**config.mk**
```make
export PLATFORM = sky130hd
export DESIGN_NAME = otl_dma_ring_writer
export DESIGN_NICKNAME = d
export VERILOG_FILES = /design/src/rtl/otl_dma_ring_writer.sv
export SDC_FILE = /design/constraint.sdc
export NUM_CORES = 1
export LEC_CHECK = 0
export ABC_AREA = 1
export BUFFER_PORTS_ARGS = -buffer_cell sky130_fd_sc_hd__buf_2
export CORE_MARGIN = 1
export CORE_UTILIZATION = 55
export CTS_CLUSTER_DIAMETER = 200
export DETAILED_ROUTE_END_ITERATION = 8
export GPL_TIMING_DRIVEN = 0
export PLACE_DENSITY = 0.86
export SETUP_SLACK_MARGIN = 0.2
export SLEW_MARGIN = 5
export SYNTH_ARGS = -nofsm -noshare
export SYNTH_HDL_FRONTEND = slang
export SYNTH_SLANG_ARGS = --single-unit
```
**constraint.sdc**
```tcl
create_clock -name clk -period 2.5 [get_ports clk]
set_input_delay 0.375 -clock clk [delete_from_list [all_inputs] [get_ports clk]]
set_output_delay 0.375 -clock clk [all_outputs]
set_load 0.005 [all_outputs]
```
**src/rtl/otl_dma_ring_writer.sv**
```systemverilog
// otl_dma_ring_writer
// Pops packed sample words from the ADC sample FIFO and writes each one as a
// single-word memory write into a circular buffer [base, base + len words).
// It reports the next write index, a wrap pulse and a half-buffer interrupt
// pulse so software can drain one half while capture fills the other.
//
// Optional build feature: define OTL_DMA_WORDCNT_EN to add a free-running
// 32-bit count of accepted writes (word_count) for detecting lapped rings.
//
// Ports:
//   clk          system clock (sys_clk), rising edge
//   reset        asynchronous active-low reset, released synchronously
//   enable       capture enable; its rising edge latches base/length
//   base_addr    ring base byte address (DATAW/8 aligned)
//   ring_words   ring length in words (0 is treated as 1)
//   fifo_rddata  FIFO read data, valid the cycle after fifo_rden
//   fifo_empty   FIFO empty flag
//   fifo_full    FIFO almost-full flag (feeds the sticky overflow flag)
//   fifo_rden    FIFO pop strobe
//   wraddr       memory write byte address
//   wrdata       memory write data
//   wrvalid      write request valid
//   wrready      write accepted
//   wr_ptr       index of the next word to be written
//   wrap         one-cycle pulse after the write that wraps the pointer
//   irq_half     one-cycle pulse after the half-buffer write and each wrap
//   overflow     sticky: fifo_full seen while enabled
//   word_count   accepted-write count (OTL_DMA_WORDCNT_EN only)
//   dbg_state    current FSM state (IDLE=0, POP=1, LOAD=2, WRITE=3)
//
// Handshake: a write transfers on any rising edge where wrvalid and wrready
// are both high. Once wrvalid is raised, it and wraddr/wrdata hold steady
// until that transfer; wrvalid never drops before acceptance.
module otl_dma_ring_writer #(
  parameter int ADDRW = 32,
  parameter int DATAW = 32,
  parameter int PTRW  = 16
) (
  input  logic             clk,
  input  logic             reset,
  input  logic             enable,
  input  logic [ADDRW-1:0] base_addr,
  input  logic [PTRW-1:0]  ring_words,
  input  logic [DATAW-1:0] fifo_rddata,
  input  logic             fifo_empty,
  input  logic             fifo_full,
  output logic             fifo_rden,
  output logic [ADDRW-1:0] wraddr,
  output logic [DATAW-1:0] wrdata,
  output logic             wrvalid,
  input  logic             wrready,
  output logic [PTRW-1:0]  wr_ptr,
  output logic             wrap,
  output logic             irq_half,
  output logic             overflow,
`ifdef OTL_DMA_WORDCNT_EN
  output logic [31:0]      word_count,
`endif
  output logic [1:0]       dbg_state
);

  typedef enum logic [1:0] {
    IDLE  = 2'd0,
    POP   = 2'd1,
    LOAD  = 2'd2,
    WRITE = 2'd3
  } state_t;

  state_t state, state_nxt;

  logic             en_q;
  logic             en_rise;
  logic [ADDRW-1:0] base_q;
  logic [PTRW-1:0]  len_q;
  logic             accept;
  logic             last_word;
  logic             half_word;
  logic [ADDRW-1:0] ptr_off;

  assign en_rise = enable & ~en_q;
  assign accept  = (state == WRITE) & wrready;

  // len_q >= 1 always, so len_q-1 is a valid index. With len_q == 1 the
  // half index underflows to all-ones, which wr_ptr never reaches; the
  // wrap term supplies the interrupt in that case.
  assign last_word = (wr_ptr == len_q - PTRW'(1));
  assign half_word = (wr_ptr == (len_q >> 1) - PTRW'(1));
  assign ptr_off   = ADDRW'(wr_ptr) * ADDRW'(DATAW / 8);

  assign dbg_state = state;

  // State register
  always_ff @(posedge clk or negedge reset) begin
    if (!reset) state <= IDLE;
    else        state <= state_nxt;
  end

  // Next state and strobes
  always_comb begin
    state_nxt = state;
    fifo_rden = 1'b0;
    wrvalid   = 1'b0;
    case (state)
      IDLE: begin
        if (enable && !fifo_empty) state_nxt = POP;
      end
      POP: begin
        fifo_rden = 1'b1;
        state_nxt = LOAD;
      end
      LOAD: begin
        state_nxt = WRITE;
      end
      WRITE: begin
        wrvalid = 1'b1;
        // A popped word always completes; enable only gates the next pop.
        if (wrready) state_nxt = (enable && !fifo_empty) ? POP : IDLE;
      end
      default: state_nxt = IDLE;
    endcase
  end

  // Config latch, datapath, pointer, pulses and sticky flag
  always_ff @(posedge clk or negedge reset) begin
    if (!reset) begin
      en_q     <= 1'b0;
      base_q   <= '0;
      len_q    <= PTRW'(1);
      wraddr   <= '0;
      wrdata   <= '0;
      wr_ptr   <= '0;
      wrap     <= 1'b0;
      irq_half <= 1'b0;
      overflow <= 1'b0;
    end else begin
      en_q     <= enable;
      wrap     <= 1'b0;
      irq_half <= 1'b0;

      if (en_rise) begin
        base_q <= base_addr;
        len_q  <= (ring_words == '0) ? PTRW'(1) : ring_words;
      end

      if (state == LOAD) begin
        wrdata <= fifo_rddata;
        wraddr <= base_q + ptr_off;
      end

      if (accept) begin
        wrap     <= last_word;
        irq_half <= last_word | half_word;
      end

      if (en_rise)     wr_ptr <= '0;
      else if (accept) wr_ptr <= last_word ? '0 : wr_ptr + PTRW'(1);

      // A full FIFO on the enabling edge itself counts for the new session.
      if (en_rise)                 overflow <= fifo_full;
      else if (enable && fifo_full) overflow <= 1'b1;
    end
  end

`ifdef OTL_DMA_WORDCNT_EN
  always_ff @(posedge clk or negedge reset) begin
    if (!reset)      word_count <= '0;
    else if (en_rise) word_count <= '0;
    else if (accept)  word_count <= word_count + 32'd1;
  end
`endif

endmodule

```
## Word level (Yosys, flattened, before mapping)

Index checks and enable logic that the tools add are counted.

| cells by class | value |
|---|---|
| equality and inequality tests | 7 |
| bitwise operators | 4 |
| multiplexer cells | 14 |
| reductions and logical operators | 8 |
| add/subtract/negate cells | 4 |

Operators with widths:

| kind | count |
|---|---|
| 2-to-1 mux 16 bit | 4 |
| adder 32 x 18 -> 32 bit | 1 |
| equality test 16 bit | 2 |
| adder 16 x 1 -> 16 bit, second input constant | 1 |
| logical NOT 16 bit | 1 |
| subtractor 15 x 1 -> 16 bit, second input constant | 1 |
| subtractor 16 x 1 -> 16 bit, second input constant | 1 |
| one-hot mux 2 bit (4 select lines) | 1 |
| 2-to-1 mux 1 bit | 7 |
| equality test 2 bit, second input constant | 2 |
| 2-to-1 mux 2 bit | 2 |
| inequality test 2 bit, second input constant | 2 |
| nonzero test 2 bit | 2 |
| bitwise AND 1 bit | 2 |
| equality test 2 x 1 -> 1 bit, second input constant | 1 |
| logical AND 1 bit | 2 |
| logical NOT 2 bit | 1 |
| AND reduction 2 bit | 1 |
| logical NOT 1 bit | 1 |
| inverter 1 bit | 1 |
| OR 1 bit | 1 |

| storage, ports and cells | value |
|---|---|
| bits of input ports | 86 |
| output and inout bits | 87 |
| register bits | 134 |
| word-level logic and storage cells | 47 |

## Longest topological paths before layout

| depth | value |
|---|---|
| word-level depth | 5 |
| depth in mapped cells | 14 |
| gate-level depth less buffers | 14 |

## Worst setup path before layout

OpenSTA, ideal clock, no wires.

| path | value |
|---|---|
| path type | register to register |
| start point | register wr_ptr[0] |
| end point | register wraddr[30] |
| path slack | 0.462 ns |
| library setup time | 0.118 ns |
| path buffers | 0 |
| clock period less this slack | 2.038 ns |
| required time | 2.382 ns |
| cell stages (with the launch flop) | 14 |
| arrival time | 1.920 ns |
| cells stage by stage | dfrtp_1 > ha_1 > inv_1 > fa_1 > o21ai_1 > nand2_1 > nand2_1 > nand3_1 > nand2_1 > nand2_1 > nor2_1 > nand2_1 > nand3_1 > nand2_1 |

| between the ends | value |
|---|---|
| longest elaborated chain between the ends | 1 |

RTL lines:

| element | line | source |
|---|---|---|
| from (decl) | 52 | `output logic [PTRW-1:0] wr_ptr,` |
| from (signal assigned) | 156 | `else if (accept) wr_ptr <= last_word ? '0 : wr_ptr + PTRW'(1);` |
| adder 32 x 18 -> 32 bit | 147 | `wraddr <= base_q + ptr_off;` |
| to (signal assigned) | 147 |  |
| to (decl) | 48 | `output logic [ADDRW-1:0] wraddr,` |

Every way passes these cells.
A chain may end at the register's enable or synchronous reset.

## Worst setup path after layout

| path | value |
|---|---|
| start point | register wr_ptr[15] |
| end point | register wraddr[18] |

The elaborated chain is that of the path after synthesis.

==> flow_metrics.tcl <==
set metrics [dict create \
    p_leak_nw 5.43 \
    p_comb_frac 0.326 \
    fin_nets 1438 \
    worst_clock_skew_ns 0.0122 \
    start_kind "register" \
    finalHoldViolations 0 \
    grt_pass1_vias 7692 \
    synthesis.area_um2 8090 \
    grt.overflow.total 0 \
    place_area_um2 9210 \
    cts_tree "yes" \
    instances_no_fill 1520 \
    internal_power_mw 5.52 \
    fin_crit_sh 0.879 \
    avgViaCountPerCell 5.38 \
    whs_ns 0.0750 \
    critPathTopFamily "compound AO/OA/AOI/OAI gates" \
    fin_crit_ns 2.20 \
    antennaDiodeCount 0 \
    dp.cells 1484 \
    cp_cell_sequence "ha_1 > a21oi_1 > o21ai_0 > a21oi_1 > nand2_2 > or2_2 > nand3_1 > nand2_1" \
    crit_path_max_fanout 6 \
    cts_root_buffer "clkbuf_16" \
    min_from "enable" \
    r2r_cells 8 \
    wl_per_cell_um 15.8 \
    rows 43 \
    power.density_nw_per_um2 876 \
    critPathMaxStageDelay_ns 0.49 \
    wirelength_um 23900 \
    io_buffers 172 \
    antenna_left 0 \
    globalRouteTotalUtil 0.325 \
    r2r-end "wraddr[18]" \
    vdd_ir_drop_max_mv 0.672 \
    crit_top_cell "a21oi_1" \
    max_slew.worst_pin.slew_ns 0.674 \
    drcViolationCount 0 \
    numCtsBuffers 17 \
    initial_core_util 0.574 \
    antenna_found_initial 0 \
    synth_warnings 0 \
    r2r_slack_ns 0.30 \
    first_pass_iters 5 \
    setup_viol 0 \
    rsz0062_at_grt "false" \
    max-cap-violations 0 \
    whs_path_depth 1 \
    place_congestion 0.943 \
    end_kind "register" \
    r2r-start "wr_ptr[15]" \
    syn_to_final_growth_pct 22.8 \
    max_freq_mhz 455 \
    grt_max_degree 94 \
    pre_cts_ws_ns -0.0170 \
    crit_arrival_ns 2.51 \
    dp_hpwl_um 18200 \
    slew_headroom 0.551 \
    clk_pin_slew_ns 0.06 \
    crit_buf_inv 0 \
    drt_iter0_drc 633 \
    seq_power_share 0.369 \
    synth-seq-area-share 0.415 \
    clock_tree.buffer_depth 2 \
    grt_pass1_wl_um 37300 \
    cpMaxStageDelayCell "dfrtp_1" \
    die_y_um 123 \
    clock_latency_ns 0.43 \
    syn_inst 1131 \
    drive_gt1_frac 0.210 \
    die_width_um 123 \
    power.share.clock 0.305 \
    clkSinkCount 134 \
    p_sw_mw 3.19 \
    outcome "completed" \
    htreeDepth 4 \
    synth.avg_cell_area_um2 7.16 \
    mappedNetlistNets 1242 \
    holdPathEnd "en_q" \
    critical_path_class "reg -> reg" \
    critPathRequiredTime_ns 2.81 \
    core_area_um2 14100 \
    fin_area_um2 9940 \
    switching_share 0.366 \
    slew_viol_final 0 \
    final.setup.worst_slack_ns 0.302 \
    hp-class "in -> reg" \
    ys_seq_elements 134 \
    fp.dieArea_um2 15200 \
    synthDistinctLibCells 38 \
    ios 173 \
    via_count 8183 \
]
## area by class of cell
class                           count  area (um2)
Sequential cell                   134        3360
Multi-Input combinational cell    851        4230
Inverter                          109         414
Timing Repair Buffer              177         927
Fill cell                        1154        4160
Buffer                             37         158
Clock inverter                     12         166
Clock buffer                       20         457
Tap cell                          180         225
## worst max-delay path by stage
| stage | cells after the start | endpoint | slack (ns) | start |
|---|---|---|---|---|
| final | 8 | wraddr[18] | 0.30 | wr_ptr[15] |
| after global routing | 13 | wr_ptr[10] | 0.19 | len_q[0] |
| after CTS | 13 | wraddr[30] | 0.19 | base_q[2] |
| after detailed placement | 13 | wraddr[30] | -0.02 | wr_ptr[0] |
| after global placement | 1 | wrdata[3] | -0.76 | reset |
| after floorplan | 13 | wraddr[30] | 0.46 | wr_ptr[0] |
## cell families (layout without fill, tap and decap cells)
logic type	Yosys count	in the layout	synth area share
buffers and inverters	146	355	0.0697
xor gates and xnor gates	53	53	0.0583
adders and majority gates	25	25	0.0396
and+or+nand+nor	672	672	0.351
AOI/OAI and AO/OA	101	101	0.0665
DFF	134	134	0.415
## layer usage
layer / vias up / global-route usage / wire (um)
met5: - / 0 / 0
met4: 0 / 0.137 / 631
met3: 48 / 0.0632 / 1630
met2: 337 / 0.530 / 11400
met1: 3833 / 0.420 / 10200
li1: 3965 / - / -
## layout by cell type, fill, tap and decap left out, types with 5 or more instances in the layout
| cell | Yosys | layout |
|---|---|---|
| nand4_1 | 19 | 19 |
| nand3_1 | 72 | 71 |
| o21ai_1 | 6 | 5 |
| nor2_1 | 75 | 72 |
| dfrtp_1 | 133 | 129 |
| nor4_1 | 7 | 7 |
| xnor2_1 | 21 | 21 |
| inv_1 | 106 | 104 |
| a21oi_1 | 23 | 23 |
| xor2_1 | 31 | 31 |
| clkbuf_1 | 22 | 21 |
| nand2_1 | 448 | 446 |
| nor3_1 | 10 | 10 |
| o21ai_0 | 57 | 56 |
| clkbuf_16 | 0 | 17 |
| or2_2 | 7 | 7 |
| buf_2 | 13 | 184 |
| nor2_2 | 12 | 14 |
| a31oi_1 | 6 | 6 |
| ha_1 | 24 | 21 |
| nand2_2 | 6 | 8 |
## power groups by stage
| stage | clock network (mW) | logic (mW) | registers (mW) |
|---|---|---|---|
| 6_report | 2.66 | 2.84 | 3.21 |
| 3_3_place_gp | 0 | 2.61 | 3.21 |
| 2_1_floorplan | 0 | 1.51 | 3.23 |
| 3_5_place_dp | 0 | 2.72 | 3.24 |
| 5_1_grt | 2.75 | 3.20 | 3.28 |
| 4_1_cts | 2.66 | 2.80 | 3.20 |
## through the flow
step	TNS, ns	util	total power [mW]
after floorplan	0	-	4.74
after global placement	-98.87	0.651	5.83
after detailed placement	-0.0170	0.654	5.96
after CTS	0	0.701	8.66
after global routing	0	0.705	9.22
final	0	0.705	8.70
## what timing repair did
item	CTS	global route
hold endpoints to repair	41	0
cloned	0	0
setup endpoints to repair	25	38
gates resized for setup	7	24
hold buffers	1	0
setup buffers	2	1
pin swaps	0	1
## cell usage after synthesis, drive strengths merged
| library cell | count | share of area |
|---|---|---|
| nand2 | 454 | 0.21 |
| dfrtp | 133 | 0.41 |
| inv | 106 | 0.049 |
| nor2 | 90 | 0.048 |
| nand3 | 77 | 0.051 |
| o21ai | 63 | 0.039 |
| xor2 | 32 | 0.036 |
| ha | 24 | 0.037 |
| a21oi | 23 | 0.014 |
| clkbuf | 22 | 0.010 |
| xnor2 | 21 | 0.023 |
| nand4 | 20 | 0.016 |
| buf | 15 | 0.0090 |
| nor3 | 12 | 0.0087 |
| nor4 | 7 | 0.0054 |
| or2 | 7 | 0.0054 |
| a31oi | 6 | 0.0046 |
| clkinv | 3 | 0.0014 |
| nand3b | 3 | 0.0028 |
| a21boi | 2 | 0.0019 |
| a21o | 2 | 0.0019 |
| o21bai | 2 | 0.0019 |
| a22o | 1 | 0.0011 |
| a22oi | 1 | 0.00093 |
| and2 | 1 | 0.00077 |
| and3 | 1 | 0.00077 |
| dfstp | 1 | 0.0032 |
| fa | 1 | 0.0025 |
| o41ai | 1 | 0.0011 |
## sequential cells by signal (all words and copies together), names as in the netlist
signal     cells
base_q        32
wraddr        32
wrdata        32
len_q         16
wr_ptr        16
dbg_state      2
en_q           1
irq_half       1
overflow       1
wrap           1
(Power assumes the default switching activity.)
